--- config.mk ---
export PLATFORM = sky130hd
export DESIGN_NAME = game_sequencer
export DESIGN_NICKNAME = d
export VERILOG_FILES = /design/src/rtl/game_sequencer.sv
export SDC_FILE = /design/constraint.sdc
export NUM_CORES = 1
export LEC_CHECK = 0
export ABC_AREA = 0
export BUFFER_PORTS_ARGS = -buffer_cell sky130_fd_sc_hd__buf_2
export CAP_MARGIN = 20
export CORE_UTILIZATION = 50
export CTS_CLUSTER_DIAMETER = 150
export DETAILED_ROUTE_END_ITERATION = 12
export PLACE_DENSITY = 0.74
export SLEW_MARGIN = 20
export SYNTH_ARGS = -nofsm -noshare
export SYNTH_HDL_FRONTEND = slang
export SYNTH_SLANG_ARGS = --single-unit
--- constraint.sdc ---
create_clock -name i_Clk -period 1.9 [get_ports i_Clk]
set_clock_uncertainty 0.15 [all_clocks]
set_input_delay 0.19 -clock i_Clk [delete_from_list [all_inputs] [get_ports i_Clk]]
set_output_delay 0.19 -clock i_Clk [all_outputs]
set_load 0.005 [all_outputs]
--- src/rtl/game_sequencer.sv ---
`timescale 1ns/1ps
// Purpose: Pong match controller sequencing IDLE/SERVE/PLAY/POINT/OVER, scores and serve direction.
// Latency: Moore outputs registered on i_Clk; i_Serve rise to state change is 3 edges (2 sync + 1 edge/state).
// Backpressure: none; misses act only in PLAY, serve_edge only in IDLE/SERVE/OVER. Build option: AUTO_SERVE_EN.
module game_sequencer #(
    parameter int p_SERVE_FRAMES = 60,
    parameter int p_POINT_FRAMES = 90,
    parameter int p_WIN_SCORE    = 9
) (
    input  logic       i_Clk,
    input  logic       i_Reset,
    input  logic       i_VReset,
    input  logic       i_Serve,
    input  logic       i_Miss_Left,
    input  logic       i_Miss_Right,
    output logic       o_Ball_Enable,
    output logic       o_Ball_Reset,
    output logic       o_Serve_HDir,
    output logic [3:0] o_Score_Left,
    output logic [3:0] o_Score_Right,
    output logic       o_Game_Over,
    output logic [2:0] o_State
);

    localparam logic [2:0] ST_IDLE  = 3'd0;
    localparam logic [2:0] ST_SERVE = 3'd1;
    localparam logic [2:0] ST_PLAY  = 3'd2;
    localparam logic [2:0] ST_POINT = 3'd3;
    localparam logic [2:0] ST_OVER  = 3'd4;

    localparam logic [7:0] SERVE_LAST = 8'(p_SERVE_FRAMES - 1);
    localparam logic [7:0] POINT_LAST = 8'(p_POINT_FRAMES - 1);
    localparam logic [3:0] WIN        = 4'(p_WIN_SCORE);
`ifndef AUTO_SERVE_EN
    // Counter parks here once the serve hold is over, marking "serve allowed".
    localparam logic [7:0] SERVE_DONE = 8'(p_SERVE_FRAMES);
`endif

    logic       sync1_q, sync2_q, serve_prev_q;
    logic       serve_edge;
    logic [2:0] state_q, state_d;
    logic [7:0] frame_q, frame_d;
    logic [3:0] score_l_q, score_l_d;
    logic [3:0] score_r_q, score_r_d;
    logic       hdir_q, hdir_d;
    logic       ball_en_q, ball_en_d;
    logic       ball_rst_q, ball_rst_d;
    logic       over_q, over_d;

    // Two-flop synchronizer on the raw serve switch plus a rising-edge history flop.
    always_ff @(posedge i_Clk or posedge i_Reset) begin
        if (i_Reset) begin
            sync1_q      <= 1'b0;
            sync2_q      <= 1'b0;
            serve_prev_q <= 1'b0;
        end else begin
            sync1_q      <= i_Serve;
            sync2_q      <= sync1_q;
            serve_prev_q <= sync2_q;
        end
    end

    assign serve_edge = sync2_q & ~serve_prev_q;

    // State, score, direction and frame counter registers.
    always_ff @(posedge i_Clk or posedge i_Reset) begin
        if (i_Reset) begin
            state_q   <= ST_IDLE;
            frame_q   <= 8'd0;
            score_l_q <= 4'd0;
            score_r_q <= 4'd0;
            hdir_q    <= 1'b1;
        end else begin
            state_q   <= state_d;
            frame_q   <= frame_d;
            score_l_q <= score_l_d;
            score_r_q <= score_r_d;
            hdir_q    <= hdir_d;
        end
    end

    // Next state plus the score/direction updates that ride on each transition.
    always_comb begin
        state_d   = state_q;
        score_l_d = score_l_q;
        score_r_d = score_r_q;
        hdir_d    = hdir_q;
        case (state_q)
            ST_IDLE, ST_OVER: begin
                if (serve_edge) begin
                    score_l_d = 4'd0;
                    score_r_d = 4'd0;
                    hdir_d    = 1'b1;
                    state_d   = ST_SERVE;
                end
            end
            ST_SERVE: begin
`ifdef AUTO_SERVE_EN
                if (i_VReset && (frame_q == SERVE_LAST)) begin
                    state_d = ST_PLAY;
                end
`else
                // An early serve_edge is simply dropped: only a press after the hold counts.
                if (serve_edge && (frame_q == SERVE_DONE)) begin
                    state_d = ST_PLAY;
                end
`endif
            end
            ST_PLAY: begin
                if (i_Miss_Left && i_Miss_Right) begin
                    state_d = ST_POINT;
                end else if (i_Miss_Left) begin
                    score_r_d = (score_r_q == WIN) ? WIN : score_r_q + 4'd1;
                    hdir_d    = 1'b0;
                    state_d   = ST_POINT;
                end else if (i_Miss_Right) begin
                    score_l_d = (score_l_q == WIN) ? WIN : score_l_q + 4'd1;
                    hdir_d    = 1'b1;
                    state_d   = ST_POINT;
                end
            end
            ST_POINT: begin
                if (i_VReset && (frame_q == POINT_LAST)) begin
                    state_d = ((score_l_q == WIN) || (score_r_q == WIN)) ? ST_OVER : ST_SERVE;
                end
            end
            default: state_d = ST_IDLE;
        endcase
    end

    // Frame counter: restarts on every state entry, counts frame pulses in SERVE/POINT only.
    always_comb begin
        frame_d = frame_q;
        if (state_d != state_q) begin
            frame_d = 8'd0;
        end else if (i_VReset && (state_q == ST_POINT)) begin
            frame_d = frame_q + 8'd1;
        end else if (i_VReset && (state_q == ST_SERVE)) begin
`ifdef AUTO_SERVE_EN
            frame_d = frame_q + 8'd1;
`else
            // Hold at the done value so a long wait for the player never wraps.
            if (frame_q != SERVE_DONE) begin
                frame_d = frame_q + 8'd1;
            end
`endif
        end
    end

    // Moore output decode from the upcoming state so outputs flip on the same edge as the state.
    always_comb begin
        ball_en_d  = 1'b0;
        ball_rst_d = 1'b1;
        over_d     = 1'b0;
        case (state_d)
            ST_PLAY: begin
                ball_en_d  = 1'b1;
                ball_rst_d = 1'b0;
            end
            ST_POINT: begin
                ball_rst_d = 1'b0;
            end
            ST_OVER: begin
                over_d = 1'b1;
            end
            default: begin
                ball_en_d  = 1'b0;
                ball_rst_d = 1'b1;
            end
        endcase
    end

    // Output registers.
    always_ff @(posedge i_Clk or posedge i_Reset) begin
        if (i_Reset) begin
            ball_en_q  <= 1'b0;
            ball_rst_q <= 1'b1;
            over_q     <= 1'b0;
        end else begin
            ball_en_q  <= ball_en_d;
            ball_rst_q <= ball_rst_d;
            over_q     <= over_d;
        end
    end

    assign o_Ball_Enable = ball_en_q;
    assign o_Ball_Reset  = ball_rst_q;
    assign o_Serve_HDir  = hdir_q;
    assign o_Score_Left  = score_l_q;
    assign o_Score_Right = score_r_q;
    assign o_Game_Over   = over_q;
    assign o_State       = state_q;

endmodule

Yosys cells after proc, flatten, opt, wreduce, memory -nomap -nowiden --
Index checks and enable logic that the tools add are counted.
Word-level totals: flip-flop bits (word level) 26, output and inout port bits 15
Operators by class: reductions and logical operators 16, add/sub/neg operators 3, equal/unequal tests 19, bitwise gates (word level) 2, muxes and demuxes 30
Operators with widths (count):
- $mux W4 | 8
- $mux W8 | 4
- $mux W3 | 7
- $pmux W4 S2 | 2
- $eq A3 B2 Y1 const B | 4
- $pmux W3 S4 | 1
- $ne A2 B2 Y1 const B | 5
- $add A4 B1 Y4 const B | 2
- $add A8 B1 Y8 const B | 1
- $eq A4 B4 Y1 const B | 2
- $eq A8 B6 Y1 const B | 1
- $eq A8 B7 Y1 const B | 1
- $ne A8 B6 Y1 const B | 1
- $reduce_and A4 Y1 | 2
- $mux W1 | 7
- $eq A3 B3 Y1 const B | 2
- $reduce_bool A3 Y1 | 2
- $logic_and A1 B1 Y1 | 5
- $reduce_and A5 Y1 | 1
- $reduce_or A2 Y1 | 2
- $eq A3 B1 Y1 const B | 1
- $logic_not A3 Y1 | 1
- $ne A3 B3 Y1 | 1
- $ne A3 B3 Y1 const B | 1
- other kinds (6) | 6

Longest topological paths before layout --
word-level depth 8, gate-level depth with buffers 6

Least setup slack after synthesis --
OpenSTA, ideal clock, no wires.
path kind register to register, start point register frame_q[0], end point register frame_q[5], library setup time 132 ps, period minus slack after synthesis 1782 ps, stages on the path, launching flop included 7, arrival time 1501 ps, slack 118 ps, data required time 1618 ps, cells stage by stage dfrtp_1 inv_1 ha_1 nor4b_2 a2111oi_0 xnor2_1 nor2_1
Between the ends: cells in the longest elaborated chain, start to end 7
RTL lines:
- start: declaration | RTL line 42 | logic [7:0] frame_q, frame_d;
- start signal: assignment | RTL line 75 | frame_q <= frame_d;
- $eq A8 B7 Y1 / $eq A8 B6 Y1 (equally long branches) | RTL line 123, 104
- $logic_and A1 B1 Y1, on equally long branches | RTL line 123, 104
- $mux W3, on equally long branches | RTL line 123, 104
- $pmux W3 S4 | RTL line 88 | case (state_q)
- $ne A3 B3 Y1 | RTL line 134 | if (state_d != state_q) begin
- $reduce_bool A3 Y1 (no line)
- $reduce_and A2 Y1 (no line)
Parallel ways exist; a longest one is shown, timed or not. The select of a mux whose other input is x is not followed. A chain may end at the register's enable or synchronous reset.

Worst setup path after layout --
start point register frame_q[1], end point register frame_q[0]
Same word-level chain as after synthesis.

==> flow_summary.toml <==
[logic_synthesis]
synth_area_leaders = "dfrtp_1 (42%), ha_1 (6.1%), xnor2_1 (4.9%)"
synth_flop_cell = "dfrtp_1"
synth_fa_ha_area_share_pct = 6.11
synth_compound_area_share_pct = 15.5
synthMuxAreaShare_pct = 0.698
synthTopCellsByCount = "dfrtp_1 (24), nor2_1 (15), inv_1 (9)"
synth_top_area_cell = "dfrtp_1"
ys_ff_latch = 26
synthArstFlopShare_pct = 100
synth-xor-area-share_pct = 4.89
syn_inst = 140
netlist.area_leader.share_pct = 41.9
synth_top_family_by_area = "simple AND/OR/NAND/NOR gates"
synth.most_common_cell = "dfrtp_1"
synth-simple-area-share_pct = 23.0
synth_edf_count = 0
yosysSeqAreaShare_pct = 45.5
ys_types = 43
syn-num-nets = 153
synth_area_per_cell_um2 = 10.2
synth_area_mm2 = 0.00143
yosys_warnings = 0

[global_route]
grt_pass1_vias = 1112
met3_usage_pct = 2.81
busiest_layer = "met2"
use_met1_pct = 28.3
grt_max_degree = 15
antenna_found_initial = 0
use_met2_pct = 33.0
grtUsageTotal_pct = 20.3
grt_overflow = 0
grt_first_pass_wirelength_mm = 5.00

[floorplan]
initial_utilization_pct = 52.4
die_width_um = 55.6
ios = 21
die-area_mm2 = 0.00309
die_h_um = 55.6
core_mm2 = 0.00273
rows = 19

[final_layout]
layout-drive-gt1-share_pct = 29.5
multi_input_area_um2 = 788
seqCellArea_um2 = 654
area_delta_synth_final_pct = 21.9
final_nets = 188
final_cell_area_mm2 = 0.00175
post-route-util_pct = 63.9
fill_cells = 215
antenna_cells = 0

[detailed_routing]
drcViolationCount = 0
drt_wl_total_mm = 3.06
drt_pass1_iterations = 4
antenna_left = 0
drtIter0Drc = 36
vias = 1231
wl_per_cell_um = 15.0
viasPerCell = 6.03

[timing]
hold_viol = 0
slew_headroom_pct = 63.8
fmax_mhz = 539
rsz0062_at_grt = "true"
finalCritPeriodShare_pct = 97.7
period_minus_slack_ps = 1860
setup_viol = 0
slew_viol_final = 0
worst_pin_slew_ps = 542
worst_slack_ps = 43.1

[power]
netSwitchingFraction_pct = 38.3
power_density_mw_per_mm2 = 1080
power.total_w = 0.00188
p_int_w = 0.00116
power_frac_seq_pct = 45.9
power.share.clock_pct = 12.5
p_sw_w = 0.000722
power_leakage_nw = 0.798
ir_drop_uv = 815
p_comb_share_pct = 41.6

[place]
detailedPlace.worstSlack_ps = -20.1
dpl_cell_area_mm2 = 0.00161
placement.io_buffers = 20
gp_congestion = 0.822
hpwl_mm = 2.21

[clocking]
path_clk_slew_ps = 130
htree_levels = 1
clock_sinks = 26
clockBufferDepth = 2
cts_root_buffer = "clkbuf_4"
insertion_delay_ps = 320
cts_tree = "yes"
numCtsBuffers = 3

[status]
outcome = "finished clean"

[setup_path]
worstPathArrival_ps = 1920
endpoint_kind = "flip-flop"
required_ps = 1960
worstPathMaxFanout = 7
start_kind = "flip-flop"
critical_path_class = "flip-flop to flip-flop"

[hold_path]
min_path_type = "input port to flip-flop"

[job]
cap_viol_max_count = 0
## worst max-delay path: stages (launching register included)
cell and delay, ps:
dfrtp_1 450, inv_2 100, ha_4 130, nor4b_4 440, a21oi_1 220, xnor2_1 210
nor2_1 60
## power groups by stage
stage	combinational [W]	sequential [W]	clock [W]
after floorplan	0.000407	0.000837	0
after global routing	0.000866	0.000885	0.000261
after CTS	0.000670	0.000848	0.000238
after detailed placement	0.000645	0.000857	0
final	0.000783	0.000864	0.000236
after global placement	0.000612	0.000842	0
## kinds of logic (layout without fill, tap and decap cells)
kind of cell	Yosys count	count (layout)
buf+inv	13	46
mux	1	1
flops	26	26
xor+xnor	8	8
simple gates	56	56
compound gates	29	29
fa+ha+maj	7	7
## metrics by stage
stage	std cells	hold slack (ps)	TNS [ps]
3_5_place_dp	196	113	-52.3
4_1_cts	201	100	0
2_1_floorplan	140	71.4	0
5_1_grt	204	91.0	-95.8
6_report	204	95.4	0
3_3_place_gp	196	105	0
## worst paths after layout
path	start	to	depth (start not counted)	slack [ps]
setup / recovery	frame_q[1]$_DFFE_PP0P_	frame_q[0]$_DFFE_PP0P_	6	40
hold / removal	i_Miss_Left	o_Score_Left[0]$_DFFE_PP0P_	3	100
hold reg to reg	sync1_q$_DFF_PP0_	sync2_q$_DFF_PP0_	0	220
setup reg to reg	frame_q[1]$_DFFE_PP0P_	frame_q[0]$_DFFE_PP0P_	6	40
min in group asynchronous	i_Reset	sync2_q$_DFF_PP0_	3	280
max in group asynchronous	i_Reset	o_Serve_HDir$_DFFE_PP1P_	4	740
## layer usage
metal	wire, um	up-vias
met3	139	8
met2	1500	39
met5	0	-
li1	-	582
met1	1390	602
met4	38	0
## area by class of cell
type / instances / area share (%)
clock buffers: 3 / 1.29
inverters: 9 / 1.93
multi-input cells: 101 / 45.1
flip-flops and latches: 26 / 37.4
well taps: 31 / 2.22
repair buffers: 34 / 12.0
## state kept, by name (all words and copies together) (netlist names)
name / cells
o_Ball_Enable: 1
o_State: 3
o_Serve_HDir: 1
o_Game_Over: 1
sync2_q: 1
sync1_q: 1
o_Score_Left: 4
o_Score_Right: 4
o_Ball_Reset: 1
serve_prev_q: 1
frame_q: 8
## what timing repair did
| action | 4_1_cts | 5_1_grt |
|---|---|---|
| gates resized for setup | 2 | 16 |
| setup buffers | 0 | 3 |
| endpoints found under the hold margin | 12 | 0 |
| hold buffers | 2 | 0 |
| setup endpoints to repair | 8 | 15 |
| pin swaps | 0 | 8 |
## cells in the final DEF (no fill, tap or decap), types with 2 or more instances in the layout
master         synthesis  final
a2111oi_2              0      2
a211oi_1               4      4
a21o_1                 5      5
a21oi_1                2      2
a22o_1                 2      2
and2_1                 2      2
and3_1                 2      2
buf_2                  0     20
buf_4                  1     12
clkbuf_4               0      3
dfrtp_1               24     23
dfstp_2                2      2
dlygate4sd3_1          0      2
ha_1                   7      6
inv_1                  9      7
inv_2                  0      2
nand2_1                7      7
nand3_1                6      6
nand3b_1               5      5
nand4_1                3      3
nand4bb_1              2      2
nor2_1                15     14
nor3_1                 2      2
nor4b_2                1      2
o21ai_0                3      3
o31ai_1                3      3
xnor2_1                8      8
No activity file was read; power rests on OpenSTA's default activity.
